==> src/rtl/uart_cmd_decoder.sv <==
// Parses "&&<C><digits>&&" frames from a UART byte stream and emits one
// decoded command (letter + unsigned decimal value) per good frame.
module uart_cmd_decoder #(
    parameter int unsigned MAX_GAP_CLK = 49_999,
    parameter int unsigned MAX_DIGITS  = 9
) (
    input  logic        sys_clk,
    input  logic        sys_rst,
    input  logic [7:0]  rx_data,
    input  logic        rx_vld,
    output logic [7:0]  cmd_code,
    output logic [31:0] cmd_value,
    output logic        cmd_vld,
    output logic        err,
    output logic [2:0]  err_code,
    output logic        busy
);

    localparam int unsigned GAP_BITS = $clog2(MAX_GAP_CLK + 1);
    localparam int unsigned GAP_W    = (GAP_BITS < 1) ? 1 : GAP_BITS;
    localparam int unsigned DIG_BITS = $clog2(MAX_DIGITS + 1);
    localparam int unsigned DIG_W    = (DIG_BITS < 1) ? 1 : DIG_BITS;

    localparam logic [7:0] CH_AMP = 8'h26;

    typedef enum logic [2:0] {
        S_IDLE,
        S_SOF2,
        S_CMD,
        S_VALUE,
        S_EOF2
    } state_t;

    typedef enum logic [2:0] {
        E_NONE  = 3'd0,
        E_START = 3'd1,
        E_CMD   = 3'd2,
        E_FMT   = 3'd3,
        E_OVF   = 3'd4,
        E_TMO   = 3'd5
    } err_t;

    state_t             state_q, state_d;
    logic [7:0]         code_q, code_d;
    logic [31:0]        acc_q, acc_d;
    logic [DIG_W-1:0]   cnt_q, cnt_d;
    logic [GAP_W-1:0]   gap_q, gap_d;
    logic [7:0]         cmd_code_q, cmd_code_d;
    logic [31:0]        cmd_value_q, cmd_value_d;
    logic               cmd_vld_q, cmd_vld_d;
    logic               err_q, err_d;
    err_t               err_code_q, err_code_d;

    logic               is_amp;
    logic               is_digit;
    logic               is_upper;
    logic               fail;
    err_t               fail_code;

    assign is_amp   = (rx_data == CH_AMP);
    assign is_digit = (rx_data >= 8'h30) && (rx_data <= 8'h39);
    assign is_upper = (rx_data >= 8'h41) && (rx_data <= 8'h5A);

    always_comb begin
        state_d     = state_q;
        code_d      = code_q;
        acc_d       = acc_q;
        cnt_d       = cnt_q;
        cmd_code_d  = cmd_code_q;
        cmd_value_d = cmd_value_q;
        cmd_vld_d   = 1'b0;
        err_d       = 1'b0;
        err_code_d  = err_code_q;
        fail        = 1'b0;
        fail_code   = E_NONE;
        gap_d       = (state_q == S_IDLE || rx_vld) ? '0 : gap_q + GAP_W'(1);

        // A byte on the expiry cycle takes priority over the timeout.
        if (rx_vld) begin
            unique case (state_q)
                S_IDLE: begin
                    if (is_amp) state_d = S_SOF2;
                end
                S_SOF2: begin
                    if (is_amp) begin
                        state_d = S_CMD;
                    end else begin
                        fail      = 1'b1;
                        fail_code = E_START;
                    end
                end
                S_CMD: begin
                    if (is_upper) begin
                        code_d  = rx_data;
                        acc_d   = '0;
                        cnt_d   = '0;
                        state_d = S_VALUE;
                    end else if (!is_amp) begin
                        fail      = 1'b1;
                        fail_code = E_CMD;
                    end
                end
                S_VALUE: begin
                    if (is_digit) begin
                        if (cnt_q == DIG_W'(MAX_DIGITS)) begin
                            fail      = 1'b1;
                            fail_code = E_OVF;
                        end else begin
                            acc_d = acc_q * 32'd10 + {24'h0, rx_data - 8'h30};
                            cnt_d = cnt_q + DIG_W'(1);
                        end
                    end else if (is_amp && cnt_q != '0) begin
                        state_d = S_EOF2;
                    end else begin
                        fail      = 1'b1;
                        fail_code = E_FMT;
                    end
                end
                S_EOF2: begin
                    if (is_amp) begin
                        state_d     = S_IDLE;
                        cmd_code_d  = code_q;
                        cmd_value_d = acc_q;
                        cmd_vld_d   = 1'b1;
                    end else begin
                        fail      = 1'b1;
                        fail_code = E_FMT;
                    end
                end
                default: state_d = S_IDLE;
            endcase
        end else if (state_q != S_IDLE && gap_q == GAP_W'(MAX_GAP_CLK)) begin
            fail      = 1'b1;
            fail_code = E_TMO;
        end

        if (fail) begin
            state_d    = S_IDLE;
            err_d      = 1'b1;
            err_code_d = fail_code;
        end
    end

    always_ff @(posedge sys_clk) begin
        if (sys_rst) begin
            state_q     <= S_IDLE;
            code_q      <= '0;
            acc_q       <= '0;
            cnt_q       <= '0;
            gap_q       <= '0;
            cmd_code_q  <= '0;
            cmd_value_q <= '0;
            cmd_vld_q   <= 1'b0;
            err_q       <= 1'b0;
            err_code_q  <= E_NONE;
        end else begin
            state_q     <= state_d;
            code_q      <= code_d;
            acc_q       <= acc_d;
            cnt_q       <= cnt_d;
            gap_q       <= gap_d;
            cmd_code_q  <= cmd_code_d;
            cmd_value_q <= cmd_value_d;
            cmd_vld_q   <= cmd_vld_d;
            err_q       <= err_d;
            err_code_q  <= err_code_d;
        end
    end

    assign cmd_code  = cmd_code_q;
    assign cmd_value = cmd_value_q;
    assign cmd_vld   = cmd_vld_q;
    assign err       = err_q;
    assign err_code  = err_code_q;
    assign busy      = (state_q != S_IDLE);

endmodule
==> config.mk <==
export PLATFORM = sky130hd
export DESIGN_NAME = uart_cmd_decoder
export DESIGN_NICKNAME = d
export VERILOG_FILES = /design/src/rtl/uart_cmd_decoder.sv
export SDC_FILE = /design/constraint.sdc
export NUM_CORES = 1
export LEC_CHECK = 0
export ABC_AREA = 1
export BUFFER_PORTS_ARGS = -buffer_cell sky130_fd_sc_hd__buf_2
export CORE_MARGIN = 3
export CORE_UTILIZATION = 65
export CTS_CLUSTER_SIZE = 24
export DETAILED_ROUTE_END_ITERATION = 7
export HOLD_SLACK_MARGIN = 0.02
export PLACE_DENSITY = 0.89
export SLEW_MARGIN = 10
export SYNTH_ARGS = -nofsm -noshare
export SYNTH_HDL_FRONTEND = slang
export SYNTH_SLANG_ARGS = --single-unit
==> constraint.sdc <==
create_clock -name sys_clk -period 8.2 [get_ports sys_clk]
set_input_delay 0.82 -clock sys_clk [delete_from_list [all_inputs] [get_ports sys_clk]]
set_output_delay 0.82 -clock sys_clk [all_outputs]
set_load 0.05 [all_outputs]
==> results of run 1 <==
## registers in the layout, summed over array words and instances, names as in the netlist
name       flops
cmd_vld        1
code_q         8
cnt_q          4
err            1
gap_q         16
cmd_value     32
acc_q         32
state_q        3
err_code       3
cmd_code       8
## critical path: cells and delay by family, from the launching register on
kind,cells,cell delay [ns]
simple gates,12,1.17
flops,1,0.46
fa+ha+maj,4,1.33
xor+xnor,1,0.18
buf+inv,2,0.18
compound gates,1,0.07
## per-stage QoR
stage / worst slack [ns] / instance area, µm²
floorplan: 5.09 / 7910
global placement: 4.75 / 8280
detailed placement: 4.60 / 8280
CTS: 4.66 / 8590
global route: 4.32 / 8590
finish: 4.65 / 8590
## per-layer routing
metal	GRT usage	up-vias	share of wire
met3	0.0389	56	0.054
met4	0.125	0	0.040
met5	0	-	0
met1	0.384	3583	0.44
li1	-	4072	-
met2	0.528	256	0.47
## path summary, 6_finish.rpt
| check | slack (ns) | startpoint | to | cells after the start |
|---|---|---|---|---|
| max | 4.65 | acc_q[1] | acc_q[31] | 20 |
| min | 0.46 | code_q[7] | code_q[7] | 2 |
| max reg2reg | 4.65 | acc_q[1] | acc_q[31] | 20 |
| min reg2reg | 0.46 | code_q[7] | code_q[7] | 2 |
## placed cells by master, fill, tap and decap left out, types with 2 or more instances in the layout
cell type	n
o211ai_1	6
and2_2	2
o21bai_1	6
buf_2	56
o21ai_0	53
nor4_1	4
nand3_2	10
nand3b_1	8
nand2_2	23
a21oi_1	85
inv_2	12
dfxtp_1	108
o21ai_1	7
inv_1	146
clkbuf_16	9
nor2_1	152
nor3b_1	3
nor2_2	16
fa_1	2
xnor2_1	4
nand4_1	21
or2_2	3
nor3_1	15
nor2_4	9
buf_4	2
nand2_1	336
xor2_1	4
nand3_4	2
clkinv_1	4
nand3_1	71
ha_1	71
and2_1	2
inv_8	3
a31oi_1	3
o21a_1	4
## area by class of cell
cell class,instances,area [µm²],share of cell area
well taps,143,179,0.0208
clock inverters,7,88.8,0.0103
flip-flops and latches,108,2160,0.252
inverters,162,608,0.0708
repair buffers,58,295,0.0344
multi-input cells,936,5030,0.586
clock buffers,9,225,0.0262
## where the power goes
part	total [W]	switching, W	internal [W]	leakage (nW)
Clock	0.000461	0.000216	0.000245	0.152
Combinational	0.0000295	0.0000212	0.00000826	3.41
Sequential	0.000524	0.0000000507	0.000524	0.869
## cell families (layout without fill, tap and decap cells)
| family | after synthesis | count (layout) | synth area share |
|---|---|---|---|
| fa+ha+maj | 73 | 73 | 0.117 |
| compound gates | 170 | 170 | 0.115 |
| buf+inv | 187 | 236 | 0.0904 |
| simple gates | 684 | 684 | 0.392 |
| flops | 108 | 108 | 0.274 |
| xor+xnor | 9 | 9 | 0.0109 |
==> metrics.md, run 1 <==
| Metric | Value |
|---|---|
| Outcome | `complete, no violations` |
| Post-synth EDFFs | `0` |
| Total power | `0.00101 W` |
| Synth Instances | `1231` |
| Top cells by area, synth | `dfxtp_1, nand2_1, ha_1` |
| Post-synth top cells | `nand2_1, nor2_1, inv_1, dfxtp_1, a21oi_1` |
| Core Util, Final | `0.737` |
| Layout cells sized above 1 | `0.124` |
| Global-route wire length before repair | `33400 µm` |
| Initial antenna violation count | `0` |
| Maximum clock path buffer count | `2` |
| Vias per inst | `5.60` |
| Router iterations before antenna repair | `6` |
| CORE AREA | `11700 µm²` |
| Hold_buf cts | `0` |
| Count of input and output buffers | `56` |
| Vias in the first global route | `7262` |
| Worst slew margin | `0.193` |
| Predominant post-synthesis flop cell | `dfxtp_1` |
| Fillcell total | `989` |
| Final wirelength | `20400 µm` |
| Skew-Pair Late Insertion Delay | `0.35 ns` |
| Crit path launch type | `flop` |
| DRC | `0` |
| Post-layout nets | `1359` |
| Pin count of the biggest net entering global routing | `48` |
| Initial Utilization | `0.678` |
| DIE AREA | `13500 µm²` |
| Final setup viols | `0` |
| H-tree lvl count | `3` |
| Post-layout min period | `3.55 ns` |
| Worst Hold Slack | `0.460 ns` |
| Die Height | `116 µm` |
| Yosys warns | `0` |
| Synthesized area per cell | `6.42 µm²` |
| CTS clk-pin slew, worst paths | `0.08 ns` |
| CTS tree | `built` |
| Syn Nets | `1315` |
| Quantity of gates resized following cts | `0` |
| Non-Filler Instances | `1423` |
| Worst-path fanout max | `5` |
| Slowest-stage cell, CP | `dfxtp_1` |
| Io pins | `57` |
| Post-CTS Setup Bufs | `0` |
| Final Slew Violations | `0` |
| Most frequent cell on the critical path | `nand2_1` |
| Row count | `39` |
| Netlist Area Pre-Place | `7910 µm²` |
| FFs w/ async S/R, synth | `0` |
| Hold crit path type | `flop to flop` |
| Critical path arrival | `3.76 ns` |
| Sequential share of the synthesized area | `0.274` |
| Pwr dens | `118 nW/µm²` |
| Fmax | `281 MHz` |
| Post-placement cell count | `1407` |
| Synth top area share | `0.274` |
| Hold Vio Cnt, Final | `0` |
| #FFs+latches synth | `108` |
| Maxcap violations | `0` |
| Cells along the critical path | `ha_1 > ha_1 > fa_1 > xor2_1 > ha_1 > nand2_1 > inv_1 > nand4_1 > nand3_1 > nand2_1 > nand2_1 > nand2_1 > inv_1 > nand3_2 > nor2_2 > nand3_2 > nor2_1 > nand3_1 > nand3_1 > a21oi_1` |
| Routability Congestion | `0.999` |
| Iter 0 DRT Violations | `561` |
| Area leader, netlist | `dfxtp_1` |
| Half-perimeter wire length after placement | `15600 µm` |
| CTS Buf Count | `9` |
| Root buffer cell | `clkbuf_16` |
| Antenna cells | `0` |
| Vias | `7967` |
| Lkg Pwr | `4.43 nW` |
| Largest stage delay, worst path | `0.46 ns` |
| Period utilisation layout | `0.433` |
| Count of different cell masters after synthesis | `49` |
| Clk sink count | `108` |
| GR Overflow Total | `0` |
| Setup TNS | `0 ns` |
| Worst Tran Pin Value | `1.21 ns` |
| DR WL/cell | `14.3 µm` |
| GRT Total Usage | `0.305` |
| Worst Setup End Kind | `flop` |
| RSZ-0062 raised after global routing | `no` |
| Peak supply drop | `204 µV` |
| CP required | `8.40 ns` |
| Die W | `116 µm` |
| Post-DRT Antenna Nets | `0` |
| Synthesis-to-layout area growth | `8.66%` |
| Layout Skew | `0.00937 ns` |
| Crit Path Class | `flop to flop` |
| Most frequent cell after synthesis | `nand2_1` |
Note: power is estimated with default switching activity, not from simulation.
==> run 2, diff against run 1 <==
ABC_AREA = 0   (was 1)
CORE_UTILIZATION = 55   (was 65)
PLACE_DENSITY = 0.81   (was 0.89)
clock period = 3.2 ns   (was 8.2 ns; I/O delays follow)
==> run 2 against run 1 <==
Net effect: the flow now finishes with violations (negative setup slack); final cell count shrank 12%; sequential power grew to 2.6 times the previous value; flip-flop and latch count is the same; via count shrank 0.29%; critical endpoint unchanged.
==> metrics.md, run 2 <==
| Metric | Value |
|---|---|
| Period utilisation layout | `1.09 (+0.657)` |
| Reg power frac | `0.518 (about the same)` |
| RSZ-0062 raised after global routing | `yes` |
| Router iterations before antenna repair | `7 (+1)` |
| Predominant post-synthesis flop cell | `dfxtp_1` |
| Skew-Pair Late Insertion Delay | `0.35 ns (about the same)` |
| Top Metal Used | `met4` |
| Global-route wire length before repair | `36300 µm (+8.9%)` |
| Count of different cell masters after synthesis | `83 (+69%)` |
| Critical path buffer and inverter count | `1 (-1)` |
| Worst Tran Pin Value | `1.01 ns (-0.195 ns)` |
| Leading cell type in the layout, fill and taps excluded | `buf_4` |
| Top cells by area, synth | `dfxtp_1, ha_1, nand2_1` |
| Syn Nets | `987 (-25%)` |
| Initial antenna violation count | `0 (unchanged)` |
| Worst reg2reg path startpoint | `acc_q[4]` |
| Outcome | `finished with violations` |
| Half-perimeter wire length after placement | `15300 µm (-1.9%)` |
| WP depth | `13 (-35%)` |
| DIE AREA | `14900 µm² (+10%)` |
| DR WL met3 | `1930 µm (+75%)` |
| Synthesized area per cell | `8.19 µm² (+28%)` |
| CP startpoint | `acc_q[4]` |
| Post-synth top cells | `nand2_1, dfxtp_1, a21oi_1, nor2_1, ha_1` |
| Place WS | `-0.256 ns (-4.85 ns)` |
| CTS clk-pin slew, worst paths | `0.08 ns (about the same)` |
| Cells along the critical path | `ha_4 > ha_4 > a21o_1 > a21o_4 > o211a_4 > or2_1 > a311oi_2 > nand4_4 > buf_6 > nor4_2 > o2111ai_1 > mux2i_1 > nand2_1` |
| Setup TNS | `-2.66 ns (-2.66 ns)` |
| Peak supply drop | `281 µV (+38%)` |
| Die W | `122 µm (+4.9%)` |
| Crit Path Class | `flop to flop` |
| Post-layout min period | `3.49 ns (-0.0663 ns)` |
| Sequential share of the synthesized area | `0.292 (+0.0189)` |
| Vias | `7944 (-0.29%)` |
| Final setup viols | `17 (+17)` |
| Worst Setup End Kind | `flop` |
| R2R depth | `13 (-35%)` |
| Post-layout nets | `1164 (-14%)` |
| Crit path launch type | `flop` |
| Power share of the clock group | `0.448 (-0.006)` |
| Maximum clock path buffer count | `2 (unchanged)` |
| Yosys warns | `0 (unchanged)` |
| Worst slew margin | `0.315 (+0.122)` |
| Hold Crit Start | `rx_vld` |
| Hold Vio Cnt, Final | `0 (unchanged)` |
| DR WL/cell | `19.4 µm (+36%)` |
| Most frequent cell on the critical path | `ha_4` |
| R2r setup slk | `-0.29 ns (-4.93 ns)` |
| Hold_buf cts | `0 (unchanged)` |
| Pwr dens | `266 nW/µm² (+130%)` |
| Vias per inst | `6.32 (+13%)` |
| DR WL met2 | `11400 µm (+19%)` |
| Row count | `41 (+5.1%)` |
| Switching power | `0.000581 W (+150%)` |
| Largest stage delay, worst path | `0.38 ns (-0.08 ns)` |
| Slack of the critical path | `-0.288 ns (-4.93 ns)` |
| FFs w/ async S/R, synth | `0 (unchanged)` |
| Die Height | `122 µm (+4.9%)` |
| Iter 0 DRT Violations | `978 (+74%)` |
| CP required | `3.44 ns (-4.96 ns)` |
| GRT Total Usage | `0.305 (-0.000831)` |
| Synthesis-to-layout area growth | `31.3%` |
| CTS tree | `built` |
| Most frequent cells in the layout | `buf_4, nand2_1, dfxtp_1, a21oi_1, nor2_1` |
| Switch share | `0.225 (-0.00882)` |
| Antenna cells | `0 (unchanged)` |
| Synth top area share | `0.292 (+0.0189)` |
| Synth Instances | `903 (-27%)` |
| Post-synth EDFFs | `0 (unchanged)` |
| Layout Skew | `0.0102 ns (+0.000837 ns)` |
| Initial Utilization | `0.574 (-0.104)` |
| Pin count of the biggest net entering global routing | `45 (-6.3%)` |
| Cell depth of the worst hold path | `3 (+1)` |
| Netlist Area Pre-Place | `7390 µm² (-6.5%)` |
| Vias in the first global route | `7241 (-0.29%)` |
| Most frequent cell after synthesis | `nand2_1` |
| Root buffer cell | `clkbuf_16` |
| Power Internal | `0.00200 W (+160%)` |
| Area leader, netlist | `dfxtp_1` |
| Combinational share of power | `0.034 (+0.005)` |
| Worst-path fanout max | `5 (unchanged)` |
| Worst Hold Slack | `0.348 ns (-0.113 ns)` |
| Maxcap violations | `0 (unchanged)` |
| CORE AREA | `12900 µm² (+10%)` |
| Hold crit path type | `primary input to flop` |
| Critical path arrival | `3.73 ns (-0.03 ns)` |
| Post-DRT Antenna Nets | `0 (unchanged)` |
| GR Overflow Total | `0 (unchanged)` |
| Failing checks | `negative setup slack` |
| Fmax | `287 MHz (+1.9%)` |
| Slowest-stage cell, CP | `dfxtp_4` |
| Routability Congestion | `0.949 (-5.0%)` |
| Clk sink count | `108 (unchanged)` |
| DRC | `0 (unchanged)` |
| Count of input and output buffers | `56 (unchanged)` |
| Crit-path leading delay family | `compound AO/OA/AOI/OAI gates` |
| Final wirelength | `24400 µm (+20%)` |
| Lkg Pwr | `4.24 nW (-4.3%)` |
| H-tree lvl count | `3 (unchanged)` |
| #FFs+latches synth | `108 (unchanged)` |
| CTS Buf Count | `9 (unchanged)` |
| Io pins | `57 (unchanged)` |
| Layout cells sized above 1 | `0.317 (+0.193)` |
| Met1 WL | `10100 µm (+13%)` |
| Final Slew Violations | `0 (unchanged)` |
[run 2: final cells by class]
cell class                      count  area, µm²
Tap cell                          172        215
Inverter                           25       93.8
Clock inverter                      6       71.3
Fill cell                         768       3170
Clock buffer                       10        239
Sequential cell                   108       2190
Timing Repair Buffer              212       1500
Multi-Input combinational cell    724       5400
[run 2: worst paths after layout]
kind	to
setup / recovery	acc_q[31]
hold / removal	cmd_vld
setup reg to reg	acc_q[31]
hold reg to reg	cmd_value[24]
[run 2: power groups by stage]
stage / clock network (W) / logic, W / registers (W)
6_report: 0.00116 / 0.0000880 / 0.00134
5_1_grt: 0.00121 / 0.0000949 / 0.00134
4_1_cts: 0.00116 / 0.0000805 / 0.00134
3_5_place_dp: 0 / 0.0000783 / 0.00137
3_3_place_gp: 0 / 0.0000768 / 0.00137
2_1_floorplan: 0 / 0.0000475 / 0.00137
[run 2: kinds of logic (layout without fill, tap and decap cells)]
group	after synthesis	count (layout)	synth area share
AOI/OAI and AO/OA	233	233	0.218
adders and majority gates	73	73	0.126
muxes	14	14	0.0191
buffers and inverters	71	253	0.0469
and+or+nand+nor	349	349	0.232
xor gates and xnor gates	55	55	0.0662
DFF	108	108	0.292
[run 2: repair_timing]
action	CTS	global route
pin swaps	38	20
hold endpoints to repair	0	0
setup buffers	14	9
gates resized for setup	70	30
endpoints found under the setup margin	18	18
[run 2: layer usage]
layer	vias up	global-route usage
met4	0	0.118
li1	3601	-
met3	121	0.0506
met1	3745	0.398
met5	-	0
met2	477	0.504
[run 2: worst min-delay path, stage by stage]
cell and delay, ns:
buf_2 0.15, nand2_1 0.10, nor3_1 0.07
[run 2: through the flow]
| stage | power (W) | cells | instance area (µm²) | utilization |
|---|---|---|---|---|
| after detailed placement | 0.00145 | 1221 | 8750 | 0.680 |
| after CTS | 0.00258 | 1250 | 9520 | 0.739 |
| after global placement | 0.00145 | 1221 | 8750 | 0.680 |
| after global routing | 0.00265 | 1257 | 9710 | 0.754 |
| final | 0.00258 | 1257 | 9710 | 0.754 |
| after floorplan | 0.00142 | 903 | 7470 | - |
